<file path="config.mk">
export PLATFORM = sky130hd
export DESIGN_NAME = srff_bank_driver
export DESIGN_NICKNAME = d
export VERILOG_FILES = /design/src/rtl/srff_bank_driver_pkg.sv /design/src/rtl/srff_bank_driver_sr_excite.sv /design/src/rtl/srff_bank_driver.sv
export SDC_FILE = /design/constraint.sdc
export NUM_CORES = 1
export LEC_CHECK = 0
export ABC_AREA = 1
export ABC_CLOCK_PERIOD_IN_PS = 3300
export CAP_MARGIN = 20
export CORE_MARGIN = 5
export CORE_UTILIZATION = 66
export CTS_BUF_LIST = sky130_fd_sc_hd__clkbuf_4 sky130_fd_sc_hd__clkbuf_8
export DETAILED_ROUTE_END_ITERATION = 8
export DONT_BUFFER_PORTS = 1
export PLACE_DENSITY_LB_ADDON = 0.25
export SETUP_SLACK_MARGIN = 0.05
export SLEW_MARGIN = 5
export SYNTH_ARGS = -nofsm -noshare
export SYNTH_HDL_FRONTEND = slang
export SYNTH_SLANG_ARGS = --single-unit
</file>
<file path="constraint.sdc">
create_clock -name clk -period 3.3 [get_ports clk]
set_input_delay 0.66 -clock clk [delete_from_list [all_inputs] [get_ports clk]]
set_output_delay 0.66 -clock clk [all_outputs]
set_load 0.05 [all_outputs]
</file>
<file path="src/rtl/srff_bank_driver_pkg.sv">
// srff_drv_pkg: shared states, default parameters and S/R excitation codes for the SR bank driver.
package srff_drv_pkg;
    typedef enum logic [2:0] {
        IDLE   = 3'd0,
        DRIVE  = 3'd1,
        SETTLE = 3'd2,
        CHECK  = 3'd3,
        DONE   = 3'd4,
        ERR    = 3'd5
    } state_t;
    localparam int DEF_WIDTH         = 8;
    localparam int DEF_SETTLE_CYCLES = 1;
    localparam int DEF_MAX_RETRY     = 2;
    localparam logic [1:0] HOLD = 2'b00;
    localparam logic [1:0] RST  = 2'b01;
    localparam logic [1:0] SET  = 2'b10;
endpackage

</file>
<file path="src/rtl/srff_bank_driver_sr_excite.sv">
// sr_excite: per-bit minimal SR excitation from current and desired Q; never yields S=R=1.
module sr_excite
    import srff_drv_pkg::*;
#(
    parameter int WIDTH = DEF_WIDTH
) (
    input  logic [WIDTH-1:0] q_cur,
    input  logic [WIDTH-1:0] q_next,
    output logic [WIDTH-1:0] s,
    output logic [WIDTH-1:0] r
);
    for (genvar i = 0; i < WIDTH; i++) begin : g_bit
        assign {s[i], r[i]} = (q_cur[i] == q_next[i]) ? HOLD : (q_next[i] ? SET : RST);
    end
endmodule

</file>
<file path="src/rtl/srff_bank_driver.sv">
// srff_bank_driver: writes a target word into an SR flip-flop bank via one-cycle S/R pulses,
// then reads Q back and retries up to MAX_RETRY times before flagging an error.
module srff_bank_driver
    import srff_drv_pkg::*;
#(
    parameter int WIDTH         = DEF_WIDTH,
    parameter int SETTLE_CYCLES = DEF_SETTLE_CYCLES,
    parameter int MAX_RETRY     = DEF_MAX_RETRY
) (
    input  logic             clk,
    input  logic             reset,
    input  logic             req,
    input  logic [WIDTH-1:0] target,
    output logic             ready,
    output logic [WIDTH-1:0] s_out,
    output logic [WIDTH-1:0] r_out,
    input  logic [WIDTH-1:0] q_in,
    output logic             done,
    output logic             err,
    output logic [WIDTH-1:0] mismatch
);
    localparam int RW = (MAX_RETRY > 0) ? $clog2(MAX_RETRY + 1) : 1;
    localparam int SW = (SETTLE_CYCLES > 1) ? $clog2(SETTLE_CYCLES) : 1;

    state_t           state, state_n;
    logic [WIDTH-1:0] tgt_q, tgt_n, s_n, r_n, mm_n, ex_s, ex_r, diff;
    logic [RW-1:0]    retry, retry_n;
    logic [SW-1:0]    settle, settle_n;

    assign ready = state == IDLE;
    assign done  = state == DONE;
    assign err   = state == ERR;
    assign diff  = q_in ^ tgt_q;

    // On the accept edge tgt_q is not yet loaded, so excite straight from target.
    sr_excite #(.WIDTH(WIDTH)) u_excite (
        .q_cur (q_in),
        .q_next(ready ? target : tgt_q),
        .s     (ex_s),
        .r     (ex_r)
    );

    always_ff @(posedge clk) begin
        if (reset) begin
            state    <= IDLE;
            tgt_q    <= '0;
            s_out    <= '0;
            r_out    <= '0;
            mismatch <= '0;
            retry    <= '0;
            settle   <= '0;
        end else begin
            state    <= state_n;
            tgt_q    <= tgt_n;
            s_out    <= s_n;
            r_out    <= r_n;
            mismatch <= mm_n;
            retry    <= retry_n;
            settle   <= settle_n;
        end
    end

    always_comb begin
        state_n  = state;
        tgt_n    = tgt_q;
        s_n      = '0;
        r_n      = '0;
        mm_n     = mismatch;
        retry_n  = retry;
        settle_n = settle;
        case (state)
            IDLE: if (req) begin
                state_n = DRIVE;
                tgt_n   = target;
                retry_n = '0;
                s_n     = ex_s;
                r_n     = ex_r;
            end
            DRIVE: begin
                state_n  = SETTLE;
                settle_n = SW'(SETTLE_CYCLES - 1);
            end
            SETTLE: begin
                state_n  = (settle == '0) ? CHECK : SETTLE;
                settle_n = (settle == '0) ? settle : settle - SW'(1);
            end
            CHECK: begin
                mm_n = diff;
                if (diff == '0) state_n = DONE;
                else if (retry < RW'(MAX_RETRY)) begin
                    state_n = DRIVE;
                    retry_n = retry + RW'(1);
                    s_n     = ex_s;
                    r_n     = ex_r;
                end else state_n = ERR;
            end
            default: state_n = IDLE;
        endcase
    end
endmodule
</file>
# Word-level counts from Yosys, hierarchy flattened
# Cells that the tools add are included.
totals:
  wordCells: 69
  regBits: 38
  in_bits: 19
  out_inout_bits: 27
classes:
  order_cmp: 1
  add_sub_neg: 2
  eq_ne: 16
  n_mux: 36
  n_reduce_logical: 6
  bitwise: 1
ops:
  columns: ["cell", "n"]
  rows:
  - ["two-way mux 8 bit", 7]
  - ["two-way mux 2 bit", 19]
  - ["one-hot mux 8 bit (2 select lines)", 2]
  - ["one-hot mux 3 bit (4 select lines)", 1]
  - ["two-way mux 3 bit", 3]
  - ["equality test 1 bit", 8]
  - ["zero test 8 bit", 1]
  - ["XOR 8 bit", 1]
  - ["equality test 3 x 2 -> 1 bit (second input constant)", 2]
  - ["equality test 3 bit (second input constant)", 2]
  - ["!= test 2 bit (second input constant)", 3]
  - ["one-hot mux 2 bit (2 select lines)", 1]
  - ["AND reduction 4 bit", 1]
  - ["nonzero test 2 bit", 2]
  - ["equality test 3 x 1 -> 1 bit (second input constant)", 1]
  - ["zero test 3 bit", 1]
  - ["adder 2 x 1 -> 2 bit (second input constant)", 1]
  - ["< comparator 2 bit (second input constant)", 1]
  - ["two-way mux 1 bit", 2]
  - ["one-hot mux 1 bit (2 select lines)", 1]
  - ["AND reduction 2 bit", 1]
  - ["subtractor 1 bit (second input constant)", 1]

# Longest topological paths before layout
logic_depth:
  ltp_word: 7
  ltp_mapped: 11
  depth_no_buf: 10

# Modules after synthesis
# From an unflattened synthesis, not the netlist that was laid out.
unflattened:
  hier_cells: 242
  area_unflattened_um2: 1741.7
modules_own_cells:
  columns: ["mod", "cells_each", "seq_area_each_um2", "area_per_inst_um2", "instances"]
  rows:
  - ["srff_bank_driver", 210, 740.7, 1621.6, 1]
  - ["sr_excite", 32, 0.0, 120.1, 1]

# Least setup slack after synthesis
# Ideal clock, no wire load.
synth_timing:
  path_kind: "register -> output"
  from: "register state[2]"
  to: "output err"
  path_stages_with_launch: 3
  t_arrival_ns: 1.526
  slack_ns: 1.114
  t_required_ns: 2.640
  n_path_buf: 0
  cell_sequence: "dfxtp_1 inv_2 nor3_1"
synth_between:
  elab_chain_cells: 1
synth_lines:
  columns: ["item", "line_no", "rtl"]
  rows:
  - ["from (decl)", "srff_bank_driver.sv:25", "state_t state, state_n;"]
  - ["from (signal assigned)", "srff_bank_driver.sv:53", "state <= state_n;"]
  - ["equality test 3 bit", "srff_bank_driver.sv:32", "assign err = state == ERR;"]
  - ["to (decl)", "srff_bank_driver.sv:19", "output logic err,"]
# No other way between the ends.

# Worst setup path after layout
layout_timing:
  from: "register state[2]"
  to: "output done"
layout_between:
  elab_chain_cells: 1
layout_lines:
  columns: ["item", "line_no", "rtl"]
  rows:
  - ["equality test 3 bit", "srff_bank_driver.sv:31", "assign done = state == DONE;"]
  - ["to (decl)", "srff_bank_driver.sv:18", "output logic done,"]
# No other way between the ends.

==> impl_results.html <==
<table>
<tr><th>Metric</th><th>Value</th></tr>
<tr><th colspan="2">Outcome</th></tr>
<tr><td>Status</td><td>completed</td></tr>
<tr><th colspan="2">Detailed routing</th></tr>
<tr><td>Via-per-instance ratio</td><td>~5.6</td></tr>
<tr><td>Remaining antenna violation count after routing</td><td>0</td></tr>
<tr><td>Number of design-rule violations left by the first detailed-router iteration</td><td>about 70</td></tr>
<tr><td>Total routed wirelength</td><td>approximately 3.4 mm</td></tr>
<tr><td>Count of TritonRoute iterations in the first routing pass</td><td>4</td></tr>
<tr><td>Count of unresolved DRC violations after routing</td><td>0</td></tr>
<tr><td>Wire per inst</td><td>about 14 um</td></tr>
<tr><td>DR vias</td><td>between 1000 and 1500</td></tr>
<tr><th colspan="2">Worst setup path</th></tr>
<tr><td>Element type at the critical path start</td><td>register</td></tr>
<tr><td>WP data arrival</td><td>1480 ps</td></tr>
<tr><td>Data required, critical path</td><td>between 2000 and 3000 ps</td></tr>
<tr><td>Critical Setup Path Class</td><td>reg -&gt; out</td></tr>
<tr><td>Max stage delay on crit path</td><td>around 640 ps</td></tr>
<tr><td>Start of the worst register-to-register path</td><td>state[1]$_SDFFE_PP0P_</td></tr>
<tr><td>Critical path peak fanout</td><td>4</td></tr>
<tr><td>Buffers &amp; Inverters on Critical Path</td><td>1</td></tr>
<tr><td>Minimum setup slack among reg-to-reg paths</td><td>between 1500 and 2000 ps</td></tr>
<tr><td>Crit Reg-Reg Endpoint</td><td>s_out[7]$_SDFF_PP0_</td></tr>
<tr><td>Kind of capture point of the worst setup path</td><td>output port</td></tr>
<tr><td>Cell with the largest stage delay on the worst path</td><td>sky130_fd_sc_hd__nor3_2</td></tr>
<tr><td>Length in cells of the worst reg-to-reg path</td><td>7</td></tr>
<tr><td>Cell Chain, Critical Path</td><td>inv_2 &gt; nor3_2</td></tr>
<tr><td>Critical path's top delay family</td><td>simple AND/OR/NAND/NOR gates</td></tr>
<tr><th colspan="2">STA</th></tr>
<tr><td>Setup violators final</td><td>0</td></tr>
<tr><td>Hold Violations, Final</td><td>0</td></tr>
<tr><td>Worst clock skew</td><td>between 4 and 5 ps</td></tr>
<tr><td>Share of the clock period used by the worst path after layout</td><td>roughly two thirds</td></tr>
<tr><td>Number of slew-limit violations in the final report</td><td>0</td></tr>
<tr><td>Unrepaired setup endpoints after global routing</td><td>no</td></tr>
<tr><td>Top achievable clock speed</td><td>approximately 470 MHz</td></tr>
<tr><td>Final setup TNS</td><td>0 ps</td></tr>
<tr><td>Tmin final</td><td>roughly 2100 ps</td></tr>
<tr><td>Final worst hold slack</td><td>approximately 370 ps</td></tr>
<tr><td>Slew at the pin with the worst max-slew slack</td><td>roughly 840 ps</td></tr>
<tr><td>Max transition margin</td><td>between 40% and 50%</td></tr>
<tr><th colspan="2">Yosys</th></tr>
<tr><td>Area of the mapped netlist</td><td>roughly 1600 um^2</td></tr>
<tr><td>Unique masters post-synth</td><td>25</td></tr>
<tr><td>Net count after synthesis</td><td>233</td></tr>
<tr><td>Number of flip-flops and latches in the synthesized netlist</td><td>37</td></tr>
<tr><td>Synthesis Warnings</td><td>0</td></tr>
<tr><td>Avg Synthesized Cell Area</td><td>7.61 um^2</td></tr>
<tr><td>Sequential-to-total area share from yosys stat</td><td>between 40% and 50%</td></tr>
<tr><td>Syn Inst Count</td><td>around 210</td></tr>
<tr><th colspan="2">Global route</th></tr>
<tr><td>Initial antenna violation count</td><td>0</td></tr>
<tr><td>Total Routing Usage GR</td><td>22.3%</td></tr>
<tr><td>First-pass GRT wire length</td><td>between 5 and 6 mm</td></tr>
<tr><td>Pin count of the biggest net entering global routing</td><td>22</td></tr>
<tr><td>Overflow left after global routing</td><td>0</td></tr>
<tr><td>Via count of the first global-routing pass</td><td>between 1000 and 1500</td></tr>
<tr><th colspan="2">Final layout</th></tr>
<tr><td>Antenna Diode Count</td><td>0</td></tr>
<tr><td>Most frequent standard cell in the layout excluding fill and tap cells</td><td>sky130_fd_sc_hd__nand2_1</td></tr>
<tr><td>Nets@finish</td><td>between 200 and 250</td></tr>
<tr><td>Leading cell types in the layout, fill and taps excluded</td><td>sky130_fd_sc_hd__nand2_1, sky130_fd_sc_hd__dfxtp_1, sky130_fd_sc_hd__inv_1</td></tr>
<tr><td>Layout cell share with drive strength beyond 1</td><td>15.3%</td></tr>
<tr><td>Area overhead of the layout relative to synthesis</td><td>2.38%</td></tr>
<tr><td>Number of fillers in the final layout</td><td>around 180</td></tr>
<tr><th colspan="2">CTS</th></tr>
<tr><td>Clock latency reported for the late side of the worst-skew pair</td><td>~340 ps</td></tr>
<tr><td>Post_cts resized</td><td>0</td></tr>
<tr><td>TritonCTS clock tree</td><td>yes</td></tr>
<tr><td>Clk Tree Root Cell</td><td>sky130_fd_sc_hd__clkbuf_4</td></tr>
<tr><td>Quantity of hold-fixing buffers added after cts</td><td>0</td></tr>
<tr><td>Depth of the CTS H-tree</td><td>2</td></tr>
<tr><td>Clock input transition at the sequential cells of the worst setup and hold paths</td><td>approximately 110 ps</td></tr>
<tr><td>Number of clock buffers inserted by TritonCTS</td><td>5</td></tr>
<tr><td>Number of buffers added for setup after CTS</td><td>0</td></tr>
<tr><td>Clock Path Buffers</td><td>2</td></tr>
<tr><td>Num Clock Sinks</td><td>37</td></tr>
<tr><th colspan="2">Placement</th></tr>
<tr><td>Port buffer count</td><td>0</td></tr>
<tr><td>Routability congestion estimate</td><td>between 0.7 and 0.8</td></tr>
<tr><td>Post-detail-place hpwl</td><td>2.50 mm</td></tr>
<tr><th colspan="2">Min path</th></tr>
<tr><td>Hold WC Path Type</td><td>in -&gt; reg</td></tr>
<tr><td>Launch instance of the worst min-delay path</td><td>reset</td></tr>
<tr><td>End point of the most critical hold path</td><td>retry[1]$_SDFFE_PP0P_</td></tr>
<tr><td>Worst hold path depth</td><td>1</td></tr>
<tr><th colspan="2">Die</th></tr>
<tr><td>FP Rows</td><td>18</td></tr>
<tr><td>Die Outline Area</td><td>between 3000 and 4000 um^2</td></tr>
<tr><td>Core footprint</td><td>around 2400 um^2</td></tr>
<tr><td>Boundary pin count</td><td>46</td></tr>
<tr><td>Die X</td><td>between 50 and 60 um</td></tr>
<tr><td>Die Y</td><td>59.7 um</td></tr>
<tr><td>Initial core utilization</td><td>between 60 and 70%</td></tr>
<tr><th colspan="2">Power</th></tr>
<tr><td>Cell area power density</td><td>around 600 nW/um^2</td></tr>
<tr><td>Max IR drop VDD</td><td>~0.48 mV</td></tr>
<tr><td>Standby leakage power</td><td>around 0.7 nW</td></tr>
<tr><th colspan="2">Job</th></tr>
<tr><td>Max-capacitance violation count</td><td>0</td></tr>
</table>
==> power breakdown <==
part	internal, mW	leakage, nW	switching [mW]
logic	0.0504	0.369	0.132
clock network	0.123	0.0413	0.145
registers	0.477	0.302	0.0711
==> cell type report <==
cell class / count / area [um^2] / share of cell area, %
clock buffers: 7 / 65.1 / 3.90
clock inverters: 1 / 5.00 / 0.300
inverters: 26 / 103 / 6.15
multi-input cells: 143 / 709 / 42.5
flip-flops and latches: 37 / 741 / 44.4
well taps: 30 / 37.5 / 2.25
repair buffers: 1 / 7.51 / 0.450
==> sequential cells by signal (all words and copies together), names as in the netlist <==
register and flops:
mismatch 8, retry 2, state 3, tgt_q 8, s_out 8, r_out 8
==> logic make-up after synthesis <==
logic type	count (synthesis)	synth area share, %
and+or+nand+nor	97	27.3
AOI/OAI and AO/OA	46	16.0
buffers and inverters	34	11.3
DFF	37	45.5
==> worst max-delay path by stage <==
stage	start	end	slack, ps	cells past startpoint
after global placement	state[2]$_SDFFE_PP0P_	done	1560	2
after global routing	state[2]$_SDFFE_PP0P_	done	1060	2
after detailed placement	q_in[4]	r_out[1]$_SDFF_PP0_	1470	10
after floorplan	state[2]$_SDFFE_PP0P_	err	1110	2
after CTS	state[2]$_SDFFE_PP0P_	done	1140	2
final	state[2]$_SDFFE_PP0P_	done	1160	2
==> per-layer routing <==
metal  wire (um)  track usage [%]
met4          83             12.3
met2        1700             35.5
met3         348             9.07
met5           0                0
met1        1300             25.3
==> cell usage after synthesis, drive strengths merged <==
cell	n	share of area, %
nand2	54	14
dfxtp	37	45
o21ai	27	9.4
inv	26	6.3
a21oi	19	6.5
nor2	19	4.8
nand3	10	3.1
nor3	10	3.7
buf	8	5.0
nand4	2	0.77
nor4	1	0.38
or2	1	0.38
==> through the flow <==
stage	util [%]	cells	setup slack, ps	power [mW]	instance area, um^2
global placement	66.3	237	1560	0.730	1600
global route	69.2	245	1060	1.06	1670
detailed placement	66.3	237	1470	0.741	1600
finish	69.2	245	1160	1.00	1670
floorplan	-	214	1110	0.729	1630
CTS	69.2	245	1140	1.01	1670
==> worst register-to-register path, delay by kind of cell (launching register included) <==
family | cells | cell delay, ps
AND/OR/NAND/NOR | 5 | 720
flip-flops | 1 | 430
buffers and inverters | 2 | 500
No activity file was read; power rests on OpenSTA's default activity.
